==> src/rtl/shift_pkg.sv <==
// Shared op, amount-source and state encodings for the multicycle shift unit.
// Imported by the amount selector and the shift FSM.
package shift_pkg;

  localparam logic [2:0] OP_NOP = 3'b000;
  localparam logic [2:0] OP_SLL = 3'b001;
  localparam logic [2:0] OP_SRL = 3'b010;
  localparam logic [2:0] OP_SRA = 3'b011;
  localparam logic [2:0] OP_ROL = 3'b100;
  localparam logic [2:0] OP_ROR = 3'b101;

  localparam logic [1:0] AMT_CONST = 2'b00;
  localparam logic [1:0] AMT_SHAMT = 2'b01;
  localparam logic [1:0] AMT_B     = 2'b10;
  localparam logic [1:0] AMT_B_SAT = 2'b11;

  typedef enum logic [1:0] {
    S_IDLE,
    S_SHIFT,
    S_DONE
  } state_t;

endpackage

==> src/rtl/shift_amt_sel.sv <==
// Shift amount resolution: source select, saturation and op adjustment.
// Purely combinational; the result is AMT_W+1 bits so DATA_W fits.
module shift_amt_sel
  import shift_pkg::*;
#(
  parameter int DATA_W    = 32,
  parameter int AMT_W     = $clog2(DATA_W),
  parameter int CONST_AMT = 16
) (
  input  logic [2:0]        op,
  input  logic [1:0]        amt_sel,
  input  logic [AMT_W-1:0]  shamt,
  input  logic [DATA_W-1:0] b_amt,
  output logic [AMT_W:0]    amt
);

  logic [AMT_W:0] raw;
  logic           big;

  assign big = |b_amt[DATA_W-1:AMT_W];

  always_comb begin
    raw = '0;
    unique case (1'b1)
      (amt_sel == AMT_CONST): raw = (AMT_W+1)'(CONST_AMT);
      (amt_sel == AMT_SHAMT): raw = {1'b0, shamt};
      (amt_sel == AMT_B):     raw = {1'b0, b_amt[AMT_W-1:0]};
      default: begin
        raw = big ? (AMT_W+1)'(DATA_W) : {1'b0, b_amt[AMT_W-1:0]};
      end
    endcase
  end

  // Rotates wrap modulo DATA_W, so a saturated amount rotates by zero.
  always_comb begin
    amt = '0;
    unique case (1'b1)
      (op == OP_ROL), (op == OP_ROR): amt = {1'b0, raw[AMT_W-1:0]};
      (op == OP_SLL), (op == OP_SRL), (op == OP_SRA): amt = raw;
      default: amt = '0;
    endcase
  end

endmodule

==> src/rtl/shift_unit_n.sv <==
// Multicycle shift/rotate unit: STEP bits per cycle under start/busy/done.
// The work register holds the operand; data_out updates on entry to DONE.
module shift_unit_n
  import shift_pkg::*;
#(
  parameter int DATA_W    = 32,
  parameter int AMT_W     = $clog2(DATA_W),
  parameter int CONST_AMT = 16,
  parameter int STEP      = 1
) (
  input  logic              clk,
  input  logic              reset,
  input  logic              start,
  input  logic [2:0]        op,
  input  logic [1:0]        amt_sel,
  input  logic [AMT_W-1:0]  shamt,
  input  logic [DATA_W-1:0] b_amt,
  input  logic [DATA_W-1:0] data_in,
  output logic [DATA_W-1:0] data_out,
  output logic              busy,
  output logic              done
);

  localparam logic [AMT_W:0] STEP_A = (AMT_W+1)'(STEP);
  localparam logic [AMT_W:0] FULL   = (AMT_W+1)'(DATA_W);

  state_t            state;
  state_t            state_nxt;
  logic [DATA_W-1:0] work;
  logic [DATA_W-1:0] shifted;
  logic [AMT_W:0]    amt;
  logic [AMT_W:0]    remaining;
  logic [AMT_W:0]    rem_nxt;
  logic [AMT_W:0]    k;
  logic [AMT_W:0]    kc;
  logic [2:0]        op_q;
  logic              accept;

  shift_amt_sel #(
    .DATA_W    (DATA_W),
    .AMT_W     (AMT_W),
    .CONST_AMT (CONST_AMT)
  ) u_amt (
    .op      (op),
    .amt_sel (amt_sel),
    .shamt   (shamt),
    .b_amt   (b_amt),
    .amt     (amt)
  );

  assign accept  = start && (state == S_IDLE || state == S_DONE);
  assign k       = (remaining > STEP_A) ? STEP_A : remaining;
  assign kc      = FULL - k;
  assign rem_nxt = remaining - k;
  assign busy    = (state == S_SHIFT);
  assign done    = (state == S_DONE);

  always_comb begin
    shifted = work;
    unique case (1'b1)
      (op_q == OP_SLL): shifted = work << k;
      (op_q == OP_SRL): shifted = work >> k;
      (op_q == OP_SRA): shifted = $signed(work) >>> k;
      (op_q == OP_ROL): shifted = (work << k) | (work >> kc);
      (op_q == OP_ROR): shifted = (work >> k) | (work << kc);
      default:          shifted = work;
    endcase
  end

  always_comb begin
    state_nxt = state;
    unique case (state)
      S_IDLE, S_DONE: begin
        if (accept) state_nxt = (amt != '0) ? S_SHIFT : S_DONE;
        else        state_nxt = S_IDLE;
      end
      S_SHIFT: begin
        if (rem_nxt == '0) state_nxt = S_DONE;
      end
      default: state_nxt = S_IDLE;
    endcase
  end

  always_ff @(posedge clk or negedge reset) begin
    if (!reset) state <= S_IDLE;
    else        state <= state_nxt;
  end

  always_ff @(posedge clk or negedge reset) begin
    if (!reset) begin
      work      <= '0;
      op_q      <= OP_NOP;
      remaining <= '0;
      data_out  <= '0;
    end else begin
      if (accept) begin
        work      <= data_in;
        op_q      <= op;
        remaining <= amt;
      end else if (state == S_SHIFT) begin
        work      <= shifted;
        remaining <= rem_nxt;
      end
      // Zero-amount ops bypass SHIFT and publish the operand directly.
      if (accept && amt == '0) begin
        data_out <= data_in;
      end else if (state == S_SHIFT && rem_nxt == '0) begin
        data_out <= shifted;
      end
    end
  end

endmodule

==> config.mk <==
export PLATFORM = sky130hd
export DESIGN_NAME = shift_unit_n
export DESIGN_NICKNAME = d
export VERILOG_FILES = /design/src/rtl/shift_pkg.sv /design/src/rtl/shift_amt_sel.sv /design/src/rtl/shift_unit_n.sv
export SDC_FILE = /design/constraint.sdc
export NUM_CORES = 1
export LEC_CHECK = 0
export ABC_AREA = 0
export BUFFER_PORTS_ARGS = -buffer_cell sky130_fd_sc_hd__buf_2
export CAP_MARGIN = 20
export CORE_MARGIN = 2
export CORE_UTILIZATION = 58
export DETAILED_ROUTE_END_ITERATION = 16
export MAX_ROUTING_LAYER = met4
export PLACE_DENSITY = 0.82
export SYNTH_ARGS = -nofsm -noshare
export SYNTH_HDL_FRONTEND = slang
export SYNTH_SLANG_ARGS = --single-unit
==> constraint.sdc <==
create_clock -name clk -period 3.1 [get_ports clk]
set_input_delay 0.155 -clock clk [delete_from_list [all_inputs] [get_ports clk]]
set_output_delay 0.155 -clock clk [all_outputs]
set_load 0.01 [all_outputs]
==> impl_metrics.json, run 1 <==
{
  "grt_pass1_vias": 6999,
  "worstPathArrival_ns": 3.10,
  "clock_path_buffers": 2,
  "hold_viol_final": 0,
  "ys_top_cells_by_area": "dfrtp_1 (28%), mux2i_1 (7.6%), nand2_1 (6.4%)",
  "drc": 0,
  "fin_skew_ns": 0.01088,
  "h-tree-depth": 3,
  "endpoint_kind": "flop",
  "synth_commonest_cells": "nand2_1 (113), dfrtp_1 (75), a21oi_1 (53), clkbuf_1 (51), mux2i_1 (51)",
  "synth_most_common_cell": "nand2_1",
  "worstSkewPairLatency_ns": 0.35,
  "leakage_nw": 3.218,
  "core_area_mm2": 0.01132,
  "finalWeightedCongestion": 1.022,
  "cts-root-buf": "clkbuf_16",
  "fillCellCount": 961,
  "drive_gt1_share_pct": 24.18,
  "synth_compound_area_share_pct": 31.76,
  "worstSetupPathType": "reg2reg",
  "dp_hpwl_um": 17720,
  "fp.dieW_um": 111.3,
  "period_share_pct": 92.99,
  "cp-start-kind": "flop",
  "dpl_worst_slack_ns": 0.1216,
  "worstPathCellList": "nor3_4 > nand2_2 > inv_2 > ha_2 > buf_4 > o21ai_0 > nor3_1 > o32ai_1 > a221oi_1 > buf_4 > o221ai_1",
  "initial_core_util_pct": 58.99,
  "synth-xor-area-share_pct": 0.1312,
  "area_growth_pct": 12.16,
  "nets": 955,
  "cts_sinks": 75,
  "ir_drop_uv": 1252,
  "final_area_mm2": 0.007490,
  "synth_cell_types": 88,
  "wl_um": 25180,
  "hold_class": "in2reg",
  "fin_setup_tns_ns": 0,
  "rsz0062_at_grt": "no",
  "syn_nets": 892,
  "finalSetupViolations": 0,
  "ant_nets": 0,
  "synth_fa_ha_area_share_pct": 0.3747,
  "slew_viol_final": 0,
  "synth-edff-count": 0,
  "drtIter0Drc": 901,
  "crit_top_cell": "buf_4",
  "period_minus_slack_ns": 2.883,
  "tritoncts": "done",
  "drt_first_pass_iters": 6,
  "gr-total-overflow": 0,
  "synth.area.mux_share_pct": 11.02,
  "postCtsSetupBuffers": 0,
  "cpPeakStageDelay_ns": 0.63,
  "worstMarginPinSlew_ns": 1.141,
  "maxSlewHeadroom_pct": 23.80,
  "yosys_warnings": 0,
  "die-area_mm2": 0.01239,
  "grtUsageTotal_pct": 41.54,
  "yosys.area.top_type": "dfrtp_1",
  "yosys.area_share.simple_pct": 18.96,
  "grt_start_max_net_pins": 76,
  "fin_ws_ns": 0.2174,
  "required_ns": 3.32,
  "wire_per_inst_um": 24.59,
  "async_reset_ff_share_pct": 100.0,
  "port-buffer-count": 110,
  "clkTransAtPathRegs_ns": 0.06,
  "cp_max_fo": 20,
  "max_freq_mhz": 346.9,
  "netlist_instances": 813,
  "syn_area_mm2": 0.006678,
  "cpMaxStageDelayCell": "ha_2",
  "antenna_found_initial": 0,
  "vias": 7334,
  "yosys.area.top_type_share_pct": 28.11,
  "ys_dominant_reg_cell": "dfrtp_1",
  "ioPinCount": 111,
  "p_per_area_mw_per_mm2": 1343,
  "seq_area_frac_synth_pct": 28.11,
  "avgSynthCellArea_um2": 8.214,
  "yosys_register_bits": 75,
  "numCtsBuffers": 9,
  "cap_viol_max_count": 0,
  "routed_via_density": 7.162,
  "antenna_cells": 0,
  "synth_top_family_by_area": "compound AO/OA/AOI/OAI gates",
  "rows": 39,
  "status": "finished, final reports clean",
  "grt_pass1_wl_um": 39530,
  "fp.dieH_um": 111.3,
  "place_area_mm2": 0.007169
}
==> flip-flops by register name, indices dropped and copies added, names as in the netlist <==
register and flops:
data_out 32, op_q 3, work 32, remaining 6, state 2
==> worst max-delay path: cells and delay by family (launching register included) <==
| family | cells | cell delay, ns |
|---|---|---|
| AOI/OAI and AO/OA | 4 | 0.70 |
| adders and majority gates | 1 | 0.63 |
| DFF | 1 | 0.55 |
| buffers and inverters | 3 | 0.53 |
| and+or+nand+nor | 3 | 0.35 |
==> layout make-up <==
type                       count  area, µm²  area share [%]
sequential                    75       1878           25.08
multi-input combinational    621       4193           55.98
tap                          143      178.9           2.389
timing repair buffer         150      880.8           11.76
inverter                      19      73.82          0.9856
clock inverter                 7      60.06          0.8019
clock buffer                   9      225.2           3.007
==> cells by family (layout without fill, tap and decap cells) <==
kind of cell	count (synthesis)	in the layout
AOI/OAI and AO/OA	288	288
muxes	65	65
DFF	75	75
and+or+nand+nor	264	264
adders and majority gates	2	2
buffers and inverters	117	185
other	1	1
xor gates and xnor gates	1	1
==> metal layers <==
| metal | up-vias | share of wire [%] | track usage [%] |
|---|---|---|---|
| met2 | 569 | 43 | 59.47 |
| met4 | 0 | 2.8 | 13.17 |
| met1 | 3501 | 39 | 58.13 |
| li1 | 3188 | - | - |
| met3 | 76 | 14 | 10.50 |
| met5 | - | 0 | - |
==> what timing repair did <==
| item | CTS | global route |
|---|---|---|
| hold endpoints to repair | 21 | 0 |
| endpoints found under the setup margin | 0 | 24 |
| hold buffers | 1 | 0 |
| gates resized for setup | 0 | 5 |
==> cells in the final DEF, fill, tap and decap left out, types with 4 or more instances in the layout <==
master,netlist,final
a211oi_1,21,21
nand2_1,113,113
dfrtp_1,75,74
nand3_1,22,22
clkbuf_16,0,9
a22oi_1,11,11
and2_1,7,7
o22ai_1,11,11
o211a_1,6,5
inv_1,15,15
mux2_2,8,8
or2_2,6,6
a221oi_1,16,16
buf_4,3,38
o211ai_1,6,6
o21ai_1,5,5
o221ai_1,13,13
mux4_2,6,6
nor2_1,41,41
nor3b_1,4,4
o21ai_0,38,38
a221o_1,13,13
nor3_1,12,12
o221a_1,11,11
a21oi_1,53,53
buf_2,20,109
a31oi_1,23,23
a211o_1,4,4
nor4_1,11,11
and3_1,11,11
a21o_1,8,8
nand2b_1,12,11
mux2i_1,51,51
nor2b_1,6,5
==> report_power, final <==
part	switching [mW]	total (mW)	internal [mW]
Sequential	1.10	2.58	1.48
Combinational	3.84	6.46	2.62
Clock	0.468	1.02	0.555
Total	5.41	10.1	4.65
==> worst paths after layout <==
path | start | end | slack, ns | cells after the start
setup / recovery | remaining[2]$_DFFE_PN0P_ | data_out[1]$_DFFE_PN0P_ | 0.22 | 11
hold / removal | op[0] | op_q[0]$_DFFE_PN0P_ | 0.05 | 3
setup reg to reg | remaining[2]$_DFFE_PN0P_ | data_out[1]$_DFFE_PN0P_ | 0.22 | 11
hold reg to reg | data_out[29]$_DFFE_PN0P_ | data_out[29]$_DFFE_PN0P_ | 0.52 | 1
max in group asynchronous | reset | op_q[0]$_DFFE_PN0P_ | 1.96 | 2
min in group asynchronous | reset | remaining[1]$_DFFE_PN0P_ | 0.50 | 2
==> metrics by stage <==
step | std cells | total power [mW] | hold WS [ns] | utilization [%]
6_report | 1024 | 10.06 | 0.05032 | 66.16
4_1_cts | 1024 | 9.720 | 0.04079 | 65.94
3_5_place_dp | 1007 | 8.646 | 0.3563 | 63.33
5_1_grt | 1024 | 10.58 | 0.04807 | 66.16
2_1_floorplan | 813 | 6.662 | -0.1406 | -
3_3_place_gp | 1007 | 8.498 | 0.3484 | 63.33
No activity file was read; power rests on OpenSTA's default activity.
==> inputs of run 2 (changes only) <==
--- a/config.mk
+++ b/config.mk
@@ -9,10 +9,9 @@
 export BUFFER_PORTS_ARGS = -buffer_cell sky130_fd_sc_hd__buf_2
 export CAP_MARGIN = 20
 export CORE_MARGIN = 2
-export CORE_UTILIZATION = 58
+export CORE_UTILIZATION = 25
 export DETAILED_ROUTE_END_ITERATION = 16
 export MAX_ROUTING_LAYER = met4
-export PLACE_DENSITY = 0.82
 export SYNTH_ARGS = -nofsm -noshare
 export SYNTH_HDL_FRONTEND = slang
 export SYNTH_SLANG_ARGS = --single-unit
==> impl_metrics.json, run 2 (synthesis gave the netlist of run 1 again) <==
{
  "status": "finished with violations",
  "violations": "hold timing",
  "grt_pass1_vias": 6804,
  "die-area_mm2": 0.02803,
  "cts-root-buf": "clkbuf_16",
  "timing.critical_path.buf_inv": 0,
  "final_common_cell": "nand2_1",
  "fp.dieH_um": 167.4,
  "p_per_area_mw_per_mm2": 1268,
  "routed_via_density": 5.777,
  "top_regs": "data_out x32, work x32, remaining x6",
  "startpoint": "remaining[3]$_DFFE_PN0P_",
  "worstPathCellList": "nor3_4 > a21o_1 > ha_1 > or4b_1 > a21oi_2 > o211ai_4 > nor2_1 > a21oi_1 > mux2_2",
  "cp-start-kind": "flop",
  "max_freq_mhz": 343.7,
  "reg2regPathDepth": 9,
  "grtUsageTotal_pct": 18.15,
  "initial_core_util_pct": 25.55,
  "grt_pass1_wl_um": 39600,
  "cap_viol_max_count": 0,
  "final-seq-area_mm2": 0.001881,
  "antenna_cells": 0,
  "worstPathArrival_ns": 3.14,
  "drtIter0Drc": 624,
  "final_cell_mix": "nand2_1 (113), buf_2 (109), dfrtp_1 (72)",
  "cpMaxStageDelayCell": "dfrtp_1",
  "required_ns": 3.33,
  "maxSlewHeadroom_pct": 34.00,
  "fin_util_pct": 29.80,
  "dp_hpwl_um": 17660,
  "multi_input_area_mm2": 0.004195,
  "finalSetupViolations": 0,
  "slew_viol_final": 0,
  "r2r-start": "remaining[3]$_DFFE_PN0P_",
  "numCtsBuffers": 9,
  "drt_first_pass_iters": 5,
  "fp.dieW_um": 167.4,
  "period_share_pct": 93.85,
  "dpl_worst_slack_ns": 0.04152,
  "total_power_mw": 9.871,
  "tritoncts": "done",
  "nets": 956,
  "wl_um": 24790,
  "hold_viol_final": 31,
  "vias": 7031,
  "fillCellCount": 2854,
  "wire_per_inst_um": 20.37,
  "clkTransAtPathRegs_ns": 0.07,
  "gr-total-overflow": 0,
  "core_area_mm2": 0.02613,
  "cp_top_family": "simple AND/OR/NAND/NOR gates",
  "fin_skew_ns": 0.01167,
  "worstMarginPinSlew_ns": 0.9900,
  "rows": 59,
  "placedCellCount": 1201,
  "hold_class": "in2async",
  "worstSetupPathType": "reg2reg",
  "period_minus_slack_ns": 2.909,
  "ioPinCount": 111,
  "h-tree-depth": 3,
  "rrSetupSlack_ns": 0.19,
  "postCtsSetupBuffers": 0,
  "ant_nets": 0,
  "drive_gt1_share_pct": 24.49,
  "cts_sinks": 75,
  "drc": 0,
  "reg2reg_to": "data_out[16]$_DFFE_PN0P_",
  "fin_cells": 1217,
  "cp_max_fo": 15,
  "hold_slack_ns": -0.04175,
  "antenna_found_initial": 0,
  "fin_ws_ns": 0.1906,
  "finalWeightedCongestion": 0.9643,
  "grt_start_max_net_pins": 76,
  "port-buffer-count": 110,
  "clock_path_buffers": 2,
  "leakage_nw": 3.257,
  "ir_drop_uv": 528.6,
  "worstSkewPairLatency_ns": 0.35,
  "endpoint_kind": "flop",
  "area_growth_pct": 16.62,
  "cpPeakStageDelay_ns": 0.49
}
run 2: cell types whose count changed in the layout (fill, tap and decap cells not counted), sizes merged:
cell / delta
dlygate4sd3: -1
clkbuf: +1
inv: -2
clkinv: +2
buf: +2
bufinv: +2
clkinvlp: -3
run 2: how the worst max path moves through the flow:
stage                          endpoint  cells past startpoint
2_1_floorplan  data_out[15]$_DFFE_PN0P_                     12
3_3_place_gp   data_out[16]$_DFFE_PN0P_                      9
3_5_place_dp    data_out[3]$_DFFE_PN0P_                      9
4_1_cts        data_out[27]$_DFFE_PN0P_                      8
5_1_grt        data_out[16]$_DFFE_PN0P_                      9
6_report       data_out[16]$_DFFE_PN0P_                      9
run 2: through the flow:
step | TNS [ns] | area (µm²)
final | 0 | 7787
after global routing | -0.0001725 | 7787
after CTS | 0 | 7757
after detailed placement | 0 | 7431
after global placement | 0 | 7431
after floorplan | 0 | 6678
run 2: layer usage:
| layer | track usage, % | share of wire (%) |
|---|---|---|
| met5 | - | 0 |
| met4 | 7.297 | 3.3 |
| met3 | 2.576 | 7.7 |
| met2 | 28.07 | 46 |
| met1 | 23.97 | 43 |
run 2: layout make-up:
| cell class | count | area share [%] |
|---|---|---|
| Clock buffer | 10 | 3.069 |
| Inverter | 19 | 0.9801 |
| Sequential cell | 75 | 24.15 |
| Multi-Input combinational cell | 621 | 53.87 |
| Tap cell | 335 | 5.382 |
| Clock inverter | 6 | 1.125 |
| Timing Repair Buffer | 151 | 11.42 |
run 2: power breakdown:
part	switching [mW]	total (mW)	internal, mW
Sequential	1.02	2.50	1.48
Clock	0.456	1.19	0.729
Combinational	3.58	6.18	2.60
run 2: what timing repair did:
item | CTS | global route
hold endpoints to repair | 0 | 0
resized for setup | 0 | 6
hold buffers | 0 | 0
endpoints found under the setup margin | 0 | 30
==> inputs of run 3 (changes only) <==
--- a/config.mk
+++ b/config.mk
@@ -8,6 +8,7 @@
 export ABC_AREA = 0
 export BUFFER_PORTS_ARGS = -buffer_cell sky130_fd_sc_hd__buf_2
 export CAP_MARGIN = 20
+export CORE_ASPECT_RATIO = 0.5
 export CORE_MARGIN = 2
 export CORE_UTILIZATION = 25
 export DETAILED_ROUTE_END_ITERATION = 16
==> constraint.sdc (replaced) <==
create_clock -name clk -period 3.4 [get_ports clk]
set_input_delay 0.17 -clock clk [delete_from_list [all_inputs] [get_ports clk]]
set_output_delay 0.17 -clock clk [all_outputs]
set_load 0.01 [all_outputs]
==> impl_metrics.json, run 3 (synthesis gave the netlist of run 1 again) <==
{
  "clkTransAtPathRegs_ns": 0.06,
  "total_power_mw": 8.803,
  "ioPinCount": 111,
  "cp_top_family": "compound AO/OA/AOI/OAI gates",
  "cts-root-buf": "clkbuf_16",
  "initial_core_util_pct": 25.36,
  "fp.dieW_um": 235.1,
  "numCtsBuffers": 9,
  "maxSlewHeadroom_pct": 38.25,
  "cts_sinks": 75,
  "hold_class": "in2reg",
  "grtUsageTotal_pct": 18.59,
  "clkPwrFrac_pct": 11.2,
  "slew_viol_final": 0,
  "fin_skew_ns": 0.005663,
  "endpoint_kind": "flop",
  "finalWeightedCongestion": 0.9348,
  "period_minus_slack_ns": 3.075,
  "port-buffer-count": 110,
  "grt_start_max_net_pins": 76,
  "reg2reg_to": "data_out[12]$_DFFE_PN0P_",
  "cap_viol_max_count": 0,
  "die-area_mm2": 0.02811,
  "period_share_pct": 90.45,
  "worstPathArrival_ns": 3.26,
  "antenna_found_initial": 0,
  "top_regs": "data_out x32, work x32, remaining x6",
  "vias": 7048,
  "leakage_nw": 3.195,
  "timing.critical_path.buf_inv": 1,
  "status": "finished, final reports clean",
  "drc": 0,
  "rrSetupSlack_ns": 0.32,
  "antenna_cells": 0,
  "cp_max_fo": 17,
  "required_ns": 3.59,
  "placedCellCount": 1204,
  "finalSetupViolations": 0,
  "wire_per_inst_um": 21.00,
  "grt_pass1_wl_um": 39970,
  "r2r-start": "remaining[2]$_DFFE_PN0P_",
  "nets": 944,
  "fp.dieH_um": 119.6,
  "area_growth_pct": 14.95,
  "drtIter0Drc": 797,
  "worstHoldEndpoint": "op_q[0]$_DFFE_PN0P_",
  "fin_cells": 1222,
  "clock_path_buffers": 2,
  "min_path_cells": 3,
  "cts_resized": 0,
  "cpPeakStageDelay_ns": 0.48,
  "worstSetupPathType": "reg2reg",
  "reg2regPathDepth": 9,
  "rsz0062_at_grt": "no",
  "final_common_cell": "nand2_1",
  "rows": 42,
  "worstMarginPinSlew_ns": 0.9262,
  "tritoncts": "done",
  "cp-start-kind": "flop",
  "postCtsSetupBuffers": 0,
  "grt_pass1_vias": 6649,
  "swShare_pct": 52.68,
  "max_freq_mhz": 325.2,
  "ant_nets": 0,
  "min_from": "op[0]",
  "ir_drop_uv": 350.8,
  "wl_um": 25670,
  "cpMaxStageDelayCell": "or4b_1",
  "p_per_area_mw_per_mm2": 1147,
  "drt_first_pass_iters": 5,
  "final_cell_mix": "nand2_1 (113), buf_2 (109), dfrtp_1 (74)",
  "gr-total-overflow": 0,
  "routed_via_density": 5.768,
  "core_area_mm2": 0.02633,
  "fin_setup_tns_ns": 0,
  "h-tree-depth": 3,
  "worstPathCellList": "nor3_2 > a21o_1 > ha_1 > or4b_1 > a21oi_2 > o211a_1 > a21oi_4 > inv_4 > o221ai_1",
  "drive_gt1_share_pct": 22.87,
  "dp_hpwl_um": 18510,
  "power_frac_comb_pct": 62.9,
  "hold_viol_final": 0,
  "pwr-share-seq_pct": 25.9,
  "worstSkewPairLatency_ns": 0.35,
  "p_switching_mw": 4.638,
  "internal_power_mw": 4.165
}
run 3: layer usage:
metal  up-vias  part of all wire [%]  global-route usage (%)
met2       309                    44                   27.39
met4         0                   2.5                   6.883
met5         -                     0                       -
li1       3174                     -                       -
met3        43                   7.0                   3.980
met1      3522                    46                   25.09
run 3: how the worst max path moves through the flow:
stage | cells after the start | end | startpoint
2_1_floorplan | 12 | data_out[15]$_DFFE_PN0P_ | remaining[2]$_DFFE_PN0P_
3_3_place_gp | 9 | data_out[24]$_DFFE_PN0P_ | remaining[2]$_DFFE_PN0P_
3_5_place_dp | 9 | data_out[20]$_DFFE_PN0P_ | remaining[2]$_DFFE_PN0P_
4_1_cts | 9 | data_out[25]$_DFFE_PN0P_ | remaining[2]$_DFFE_PN0P_
5_1_grt | 9 | data_out[26]$_DFFE_PN0P_ | remaining[2]$_DFFE_PN0P_
6_report | 9 | data_out[12]$_DFFE_PN0P_ | remaining[2]$_DFFE_PN0P_
run 3: area by class of cell:
class,count,area [µm²]
Inverter,19,73.82
Clock buffer,10,229.0
Sequential cell,75,1878
Tap cell,352,440.4
Timing Repair Buffer,139,818.3
Clock inverter,6,63.81
Multi-Input combinational cell,621,4173
Fill cell,2765,18650
run 3: power groups by stage:
stage               logic [mW]  registers [mW]  clock network, mW
floorplan                 4.40            1.68                  0
global placement          5.38            2.25                  0
detailed placement        5.42            2.24                  0
CTS                       5.43            2.23               1.00
global route              6.02            2.33               1.04
finish                    5.54            2.28              0.989
run 3: through the flow:
stage               utilization [%]  instance area, µm²  worst slack [ns]  hold slack [ns]
global placement              27.90                7346            0.4681           0.3888
global route                  29.16                7676            0.1332          0.08159
floorplan                         -                6678            0.5159          -0.1256
detailed placement            27.90                7346            0.3793           0.3791
CTS                           29.01                7639            0.3601          0.02921
finish                        29.16                7676            0.3247          0.04386
run 3: timing repair:
| item | 4_1_cts | 5_1_grt |
|---|---|---|
| endpoints found under the setup margin | 0 | 0 |
| hold buffers | 0 | 1 |
| endpoints found under the hold margin | 0 | 75 |
run 3: tightest hold or removal path: stages:
cell,delay [ns]
buf_2,0.09
nand2_1,0.04
o21ai_0,0.06
